==> src/rtl/uart_tx_serializer.sv <==
// Purpose: UART transmit serializer with a one-word holding buffer, internal baud divider, optional parity and 1/2 stop bits.
// Latency: a word accepted at edge E0 enters START at E1; frames run back-to-back when the buffer is full at the last stop cycle.
// Backpressure: tx_ready is low while the holding buffer is occupied; it frees on the edge that starts the buffered word's frame.
module uart_tx_serializer #(
    parameter int DATA_WIDTH   = 32,
    parameter int CLKS_PER_BIT = 16,
    parameter int PARITY_MODE  = 1,
    parameter int STOP_BITS    = 1
) (
    input  logic                  clk,
    input  logic                  rst,
    input  logic [DATA_WIDTH-1:0] tx_data,
    input  logic                  tx_valid,
    output logic                  tx_ready,
    output logic                  tx_serial,
    output logic                  tx_busy,
    output logic                  tx_done
);

    // Reject parameter combinations the datapath cannot represent.
    if (DATA_WIDTH < 1 || DATA_WIDTH > 64) begin : g_bad_width
        $error("uart_tx_serializer: DATA_WIDTH must be in 1..64");
    end
    if (CLKS_PER_BIT < 2) begin : g_bad_baud
        $error("uart_tx_serializer: CLKS_PER_BIT must be at least 2");
    end
    if (PARITY_MODE < 0 || PARITY_MODE > 2) begin : g_bad_parity
        $error("uart_tx_serializer: PARITY_MODE must be 0, 1 or 2");
    end
    if (STOP_BITS < 1 || STOP_BITS > 2) begin : g_bad_stop
        $error("uart_tx_serializer: STOP_BITS must be 1 or 2");
    end

    localparam int BIT_W  = $clog2(DATA_WIDTH + 1);
    localparam int BAUD_W = $clog2(CLKS_PER_BIT);

    localparam logic [BAUD_W-1:0] LAST_BAUD  = BAUD_W'(CLKS_PER_BIT - 1);
    localparam logic [BIT_W-1:0]  LAST_DATA  = BIT_W'(DATA_WIDTH - 1);
    localparam logic [BIT_W-1:0]  LAST_STOP  = BIT_W'(STOP_BITS - 1);
    localparam logic              HAS_PARITY = (PARITY_MODE != 0);
    localparam logic              PAR_INV    = (PARITY_MODE == 2);

    typedef enum logic [2:0] {
        S_IDLE,
        S_START,
        S_DATA,
        S_PARITY,
        S_STOP
    } state_t;

    state_t                  state;
    state_t                  state_nxt;
    logic                    buf_full;
    logic [DATA_WIDTH-1:0]   buf_dat;
    logic [DATA_WIDTH-1:0]   shift_reg;
    logic                    parity_bit;
    logic [BAUD_W-1:0]       baud_cnt;
    logic [BIT_W-1:0]        bit_cnt;
    logic                    bit_end;
    logic                    frame_end;
    logic                    load;

    assign bit_end   = (baud_cnt == LAST_BAUD);
    assign frame_end = (state == S_STOP) && bit_end && (bit_cnt == LAST_STOP);
    // A frame starts whenever the FSM enters START from IDLE or straight from STOP.
    assign load      = (state_nxt == S_START) && (state != S_START);
    assign tx_ready  = !buf_full;
    assign tx_busy   = (state != S_IDLE);

    // State register; reset aborts any frame in flight.
    always_ff @(posedge clk or negedge rst) begin
        if (!rst) begin
            state <= S_IDLE;
        end else begin
            state <= state_nxt;
        end
    end

    // Next-state: walk START, DATA, optional PARITY, STOP; chain frames when a word is waiting.
    always_comb begin
        state_nxt = state;
        case (state)
            S_IDLE: begin
                if (buf_full) state_nxt = S_START;
            end
            S_START: begin
                if (bit_end) state_nxt = S_DATA;
            end
            S_DATA: begin
                if (bit_end && bit_cnt == LAST_DATA) state_nxt = HAS_PARITY ? S_PARITY : S_STOP;
            end
            S_PARITY: begin
                if (bit_end) state_nxt = S_STOP;
            end
            S_STOP: begin
                if (frame_end) state_nxt = buf_full ? S_START : S_IDLE;
            end
            default: state_nxt = S_IDLE;
        endcase
    end

    // Line driver: idle and stop are marks, start is a space, data goes out LSB first.
    always_comb begin
        tx_serial = 1'b1;
        case (state)
            S_START:  tx_serial = 1'b0;
            S_DATA:   tx_serial = shift_reg[0];
            S_PARITY: tx_serial = parity_bit;
            default:  tx_serial = 1'b1;
        endcase
    end

    // Holding buffer: filled on handshake, emptied when its word moves into the shifter.
    always_ff @(posedge clk or negedge rst) begin
        if (!rst) begin
            buf_full <= 1'b0;
            buf_dat  <= '0;
        end else if (tx_valid && tx_ready) begin
            buf_full <= 1'b1;
            buf_dat  <= tx_data;
        end else if (load) begin
            buf_full <= 1'b0;
        end
    end

    // Baud and bit counters, shifter, parity capture and the end-of-frame pulse.
    always_ff @(posedge clk or negedge rst) begin
        if (!rst) begin
            baud_cnt   <= '0;
            bit_cnt    <= '0;
            shift_reg  <= '0;
            parity_bit <= 1'b0;
            tx_done    <= 1'b0;
        end else begin
            tx_done <= frame_end;

            if (state == S_IDLE || bit_end) begin
                baud_cnt <= '0;
            end else begin
                baud_cnt <= baud_cnt + BAUD_W'(1);
            end

            // bit_cnt indexes data bits in DATA and stop bits in STOP; restart on every state change.
            if (state_nxt != state) begin
                bit_cnt <= '0;
            end else if (bit_end) begin
                bit_cnt <= bit_cnt + BIT_W'(1);
            end

            if (load) begin
                shift_reg  <= buf_dat;
                parity_bit <= (^buf_dat) ^ PAR_INV;
            end else if (state == S_DATA && bit_end) begin
                shift_reg <= shift_reg >> 1;
            end
        end
    end

endmodule

==> config.mk <==
export PLATFORM = sky130hd
export DESIGN_NAME = uart_tx_serializer
export DESIGN_NICKNAME = d
export VERILOG_FILES = /design/src/rtl/uart_tx_serializer.sv
export SDC_FILE = /design/constraint.sdc
export NUM_CORES = 1
export LEC_CHECK = 0
export CAP_MARGIN = 40
export CORE_ASPECT_RATIO = 0.6
export CORE_MARGIN = 1
export CORE_UTILIZATION = 55
export DETAILED_ROUTE_END_ITERATION = 8
export PLACE_DENSITY = 0.86
export SLEW_MARGIN = 0
export SYNTH_ARGS = -nofsm -noshare
export SYNTH_HDL_FRONTEND = slang
export SYNTH_SLANG_ARGS = --single-unit
==> constraint.sdc <==
create_clock -name clk -period 2.5 [get_ports clk]
set_clock_uncertainty 0.2 [all_clocks]
set_input_delay 0.5 -clock clk [delete_from_list [all_inputs] [get_ports clk]]
set_output_delay 0.5 -clock clk [all_outputs]
set_load 0.02 [all_outputs]
* Yosys cells after proc, flatten, opt, wreduce, memory -nomap -nowiden
Index checks and enable logic that the tools add are counted.
Widths: inputs -> output; s select.
** Storage, ports and cells
- Bits of input ports :: 35
- Output and inout bits :: 4
- Memory bits (read-only) :: 0
- Bits in writable memories :: 0
- Memories :: 0
- Latch bits :: 0
- Register bits :: 80
** Cells by class
- Eq/ne operators :: 9
- Shift-type cells :: 0
- Multipliers :: 0
- Bitwise operators :: 0
- Muxes and demuxes :: 15
- Divide/modulo/power cells :: 0
- $lt $le $gt $ge :: 0
- Add/sub/neg operators :: 2
- Reduce and logical (&&, ||, !) cells :: 15
** Operators with widths (number)
- $mux 32 :: 2
- $reduce_xor 32->1 :: 1
- $mux 3 :: 5
- $pmux 3 s5 :: 1
- $mux 6 :: 2
- $add 6x1->6 const B :: 1
- $eq 3x1->1 const B :: 2
- $eq 3x2->1 const B :: 2
- $eq 6x5->1 const B :: 1
- $logic_and 1x1->1 :: 6
- $logic_not 6->1 :: 1
- $reduce_bool 2->1 :: 3
- $add 4x1->4 const B :: 1
- $eq 4x4->1 const B :: 1
- $mux 4 :: 1
- $eq 3x3->1 const B :: 1
- $logic_not 3->1 :: 1
- $mux 1 :: 3
- $ne 3x1->1 const B :: 1
- $ne 3x3->1 :: 1
- $pmux 1 s3 :: 1
- $reduce_bool 3->1 :: 1
- $logic_not 1->1 :: 1
- $logic_or 1x1->1 :: 1

* Logic depth before layout (Yosys ltp)
- Word-level depth :: 9
- Depth in mapped cells :: 9
- Depth with buffers taken out :: 7

* Worst setup path after synthesis
OpenSTA, ideal clock, no wires.
- Path type :: register to register
- Start point :: register baud_cnt[0]
- End point :: register shift_reg[0]
- Path slack :: 0.308 ns
- Cell stages (with the launch flop) :: 10
- Buffers on the path :: 2
- Data arrival time :: 1.874 ns
- Library setup time :: 0.118 ns
- Required time :: 2.182 ns
- Period minus slack after synthesis :: 2.192 ns
- Path through :: dfrtp_1 -> ha_1 -> and3_1 -> buf_2 -> a21oi_1 -> o31ai_1 -> a21oi_4 -> nor2_2 -> buf_6 -> a21o_1
** Between the ends
- Longest elaborated chain between the ends :: 8
- Elaborated cells between the ends (all ways) :: 14
** Ends and longest elaborated chain
- from (decl) :: RTL line 57 : logic [BAUD_W-1:0] baud_cnt;
- from (signal assigned) :: RTL line 140 : baud_cnt <= baud_cnt + BAUD_W'(1);
- $eq 4x4->1 * :: RTL line 63 : assign bit_end = (baud_cnt == LAST_BAUD);
- $logic_and 1x1->1 (2 in a row) :: RTL line 64 : assign frame_end = (state == S_STOP) && bit_end && (bit_cnt == LAST_STOP);
- $mux 3 :: RTL line 96 : if (frame_end) state_nxt = buf_full ? S_START : S_IDLE;
- $pmux 3 s5 :: RTL line 82 : case (state)
- $eq 3x1->1 :: RTL line 66 : assign load = (state_nxt == S_START) && (state != S_START);
- $logic_and 1x1->1 :: RTL line 66
- $mux 32 or $reduce_bool 2->1 (tied branches)
- to (signal assigned) :: RTL line 151 : shift_reg <= buf_dat;
- to (signal assigned) :: RTL line 154 : shift_reg <= shift_reg >> 1;
- to (decl) :: RTL line 55 : logic [DATA_WIDTH-1:0] shift_reg;
Every way passes the cells marked *; elsewhere a longest branch is shown, timed or not.
A chain may end at the register's enable or synchronous reset.

* Worst setup path in the final report
- Start point :: register state[0]
- End point :: output port tx_serial
** Between the ends
- Longest elaborated chain between the ends :: 2
- Elaborated cells between the ends (all ways) :: 4
** Ends and longest elaborated chain
- from (decl) :: RTL line 51 : state_t state;
- from (signal assigned) :: RTL line 75 : state <= state_nxt;
- $eq 3x2->1 or $eq 3x1->1 (tied branches) :: RTL line 105 : case (state)
- $pmux 1 s3 * :: RTL line 105
- to (decl) :: RTL line 15 : output logic tx_serial,
Marks and branches as above.

==> results.json <==
{
  "end_kind": "primary output",
  "cts_max_path_buffers": 2,
  "vias_per_cell": 5.622,
  "cp.arrival_ns": 1.72,
  "crit_path_max_incr_delay_ns": 0.45,
  "cts_root_buf": "clkbuf_8",
  "status": "completed",
  "worstHoldStart": "baud_cnt[0]",
  "slew_violations": 0,
  "synthCells": 296,
  "reg2reg_to": "shift_reg[4]",
  "irDropWorstVdd_mv": 0.7064,
  "maxCapViolCount": 0,
  "synth_edf_count": 0,
  "track_usage_pct": 22.46,
  "overflow": 0,
  "cp-start-kind": "flip-flop",
  "synth-seq-cells": 80,
  "drive_above_1_share_pct": 21.81,
  "coreArea_um2": 6276,
  "routabilityCongestion": 0.8218,
  "yosys_warnings": 0,
  "synth_area_leaders": "dfrtp_1 (55%), mux2_2 (9.8%), a22o_1 (7.6%)",
  "maxSlewHeadroom_pct": 64.37,
  "syn_to_final_growth_pct": 22.17,
  "avgRoutedWirePerCell_um": 15.89,
  "min_path_type": "flip-flop to flip-flop",
  "htreeDepth": 3,
  "worstRegToRegCells": 9,
  "grt_pass1_wl_mm": 11.79,
  "tns_ns": 0,
  "routed_wl_mm": 6.946,
  "fmax_ghz": 0.4141,
  "dpl.hpwl_mm": 4.717,
  "synth_cell_type_count": 32,
  "die_area_um2": 7011,
  "hold_depth": 1,
  "yosysMostFrequentCell": "dfrtp_1",
  "insertion_delay_ns": 0.35,
  "synthFlopType": "dfrtp_1",
  "post_layout_nonfiller_instances": 437,
  "num_vias": 2457,
  "rrSetupSlack_ns": 0.16,
  "critPathMaxFanout": 6,
  "dpl-instance-area_um2": 4209,
  "drcViolationCount": 0,
  "synth_top_area_share_pct": 54.57,
  "rows": 22,
  "fillers": 460,
  "synth_fp_nets": 334,
  "hold_end": "baud_cnt[0]",
  "ys_async_sr_fraction_pct": 100.0,
  "period_share_pct": 96.61,
  "crit_required_ns": 1.80,
  "cts_sinks": 80,
  "ys_top_cells_by_count": "dfrtp_1 (80), a22o_1 (32), mux2_2 (32)",
  "pin_count": 39,
  "firstDrtPassIters": 4,
  "grt_max_degree": 37,
  "r2r_start": "baud_cnt[0]",
  "synth_top_area_cell": "dfrtp_1",
  "hold_viol": 0,
  "antennaDiodeCount": 0,
  "crit_slowest_cell": "dfrtp_2",
  "leakage_nw": 2.117,
  "ant_nets": 0,
  "cts_tree": "yes",
  "layout.nets": 386,
  "drt_iter0_markers": 117,
  "netlist_area_um2": 3669,
  "antenna_found_initial": 0,
  "die_w_um": 107.4,
  "tightest_slew_ns": 0.5344,
  "avgSynthCellArea_um2": 12.39,
  "total_power_w": 0.006253,
  "die_h_um": 65.26,
  "cts_buffers": 9,
  "finalSetupViolations": 0,
  "worstPathCellList": "nor3b_1 -> a21oi_1 -> or2_2 -> dlygate4sd2_1",
  "ys_seq_area_share_pct": 54.57,
  "final_cell_area_um2": 4482,
  "p_per_area_nw_per_um2": 1395,
  "start_util_pct": 58.45,
  "grt_pass1_vias": 2395,
  "io_buffers": 38,
  "dpl.cell_count": 418,
  "cts.clk_slew.worst_paths_ns": 0.08,
  "crit_type": "flip-flop to primary output",
  "finalCriticalPeriod_ns": 2.415
}
worst max-delay path by stage:
stage,slack (ns),cells after the start,startpoint,endpoint
global placement,0.12,8,baud_cnt[0],shift_reg[6]
global route,-0.04,4,state[1],tx_serial
finish,0.08,4,state[0],tx_serial
CTS,0.007,8,baud_cnt[0],shift_reg[4]
floorplan,0.31,9,baud_cnt[0],shift_reg[0]
detailed placement,0.01,8,baud_cnt[0],shift_reg[4]
power by group:
group	total [W]	switching [W]	internal, W	leakage (nW)
clock	0.00107	0.000456	0.000615	0.119
combinational	0.00283	0.00120	0.00164	1.01
sequential	0.00235	0.000481	0.00187	0.987
total	0.00625	0.00214	0.00412	2.12
kinds of logic (layout without fill, tap and decap cells):
logic type / Yosys count / count (layout) / synth area share [%]
xor gates and xnor gates: 38 / 38 / 9.072
and+or+nand+nor: 50 / 50 / 6.753
AOI/OAI and AO/OA: 74 / 74 / 15.86
DFF: 80 / 80 / 54.57
muxes: 32 / 32 / 9.823
adders and majority gates: 3 / 3 / 1.023
buffers and inverters: 19 / 76 / 2.899
layout make-up:
type / instances / area, um2 / share of cell area (%)
multi-input combinational: 197 / 1573 / 35.09
inverter: 3 / 11.26 / 0.2513
tap: 84 / 105.1 / 2.345
sequential: 80 / 2004 / 44.72
timing repair buffer: 57 / 558.0 / 12.45
clock inverter: 5 / 78.83 / 1.759
clock buffer: 11 / 151.4 / 3.378
repair_timing:
item / in CTS / in global routing
hold buffers: 1 / 0
resized for setup: 4 / 4
hold endpoints to repair: 26 / 0
setup buffers: 0 / 2
setup endpoints to repair: 2 / 33
worst max-delay path: cells and delay by family (launching register included):
kind	cells	cell delay [ns]
AND/OR/NAND/NOR	2	0.52
flip-flops	1	0.45
AO/OA/AOI/OAI	1	0.07
buffers and inverters	1	0.32
routing by layer:
layer,track usage [%],part of all wire [%]
met1,30.85,49
met2,34.03,45
met3,7.540,5.0
met4,6.678,1.3
met5,0,0
cell usage in the layout (no fill, tap or decap), types with 3 or more instances in the layout:
cell	instances
nand3_1	4
a22o_1	32
mux2_2	32
buf_12	3
clkbuf_8	11
a21o_1	31
ha_1	3
clkdlybuf4s50_1	35
nor2_1	15
inv_1	3
dfrtp_1	78
nand2_1	13
buf_4	16
a21oi_1	7
xor2_1	8
xnor2_1	30
and3_1	4
through the flow:
stage                     util, %  hold slack [ns]  setup slack, ns
final                       71.41           0.2583          0.08484
after global routing        71.41           0.2881         -0.03823
after CTS                   70.89           0.2609         0.007090
after detailed placement    67.07           0.2387          0.01444
after global placement      67.07           0.2356           0.1168
after floorplan                 -         0.004409           0.3078
No activity file was read; power rests on OpenSTA's default activity.
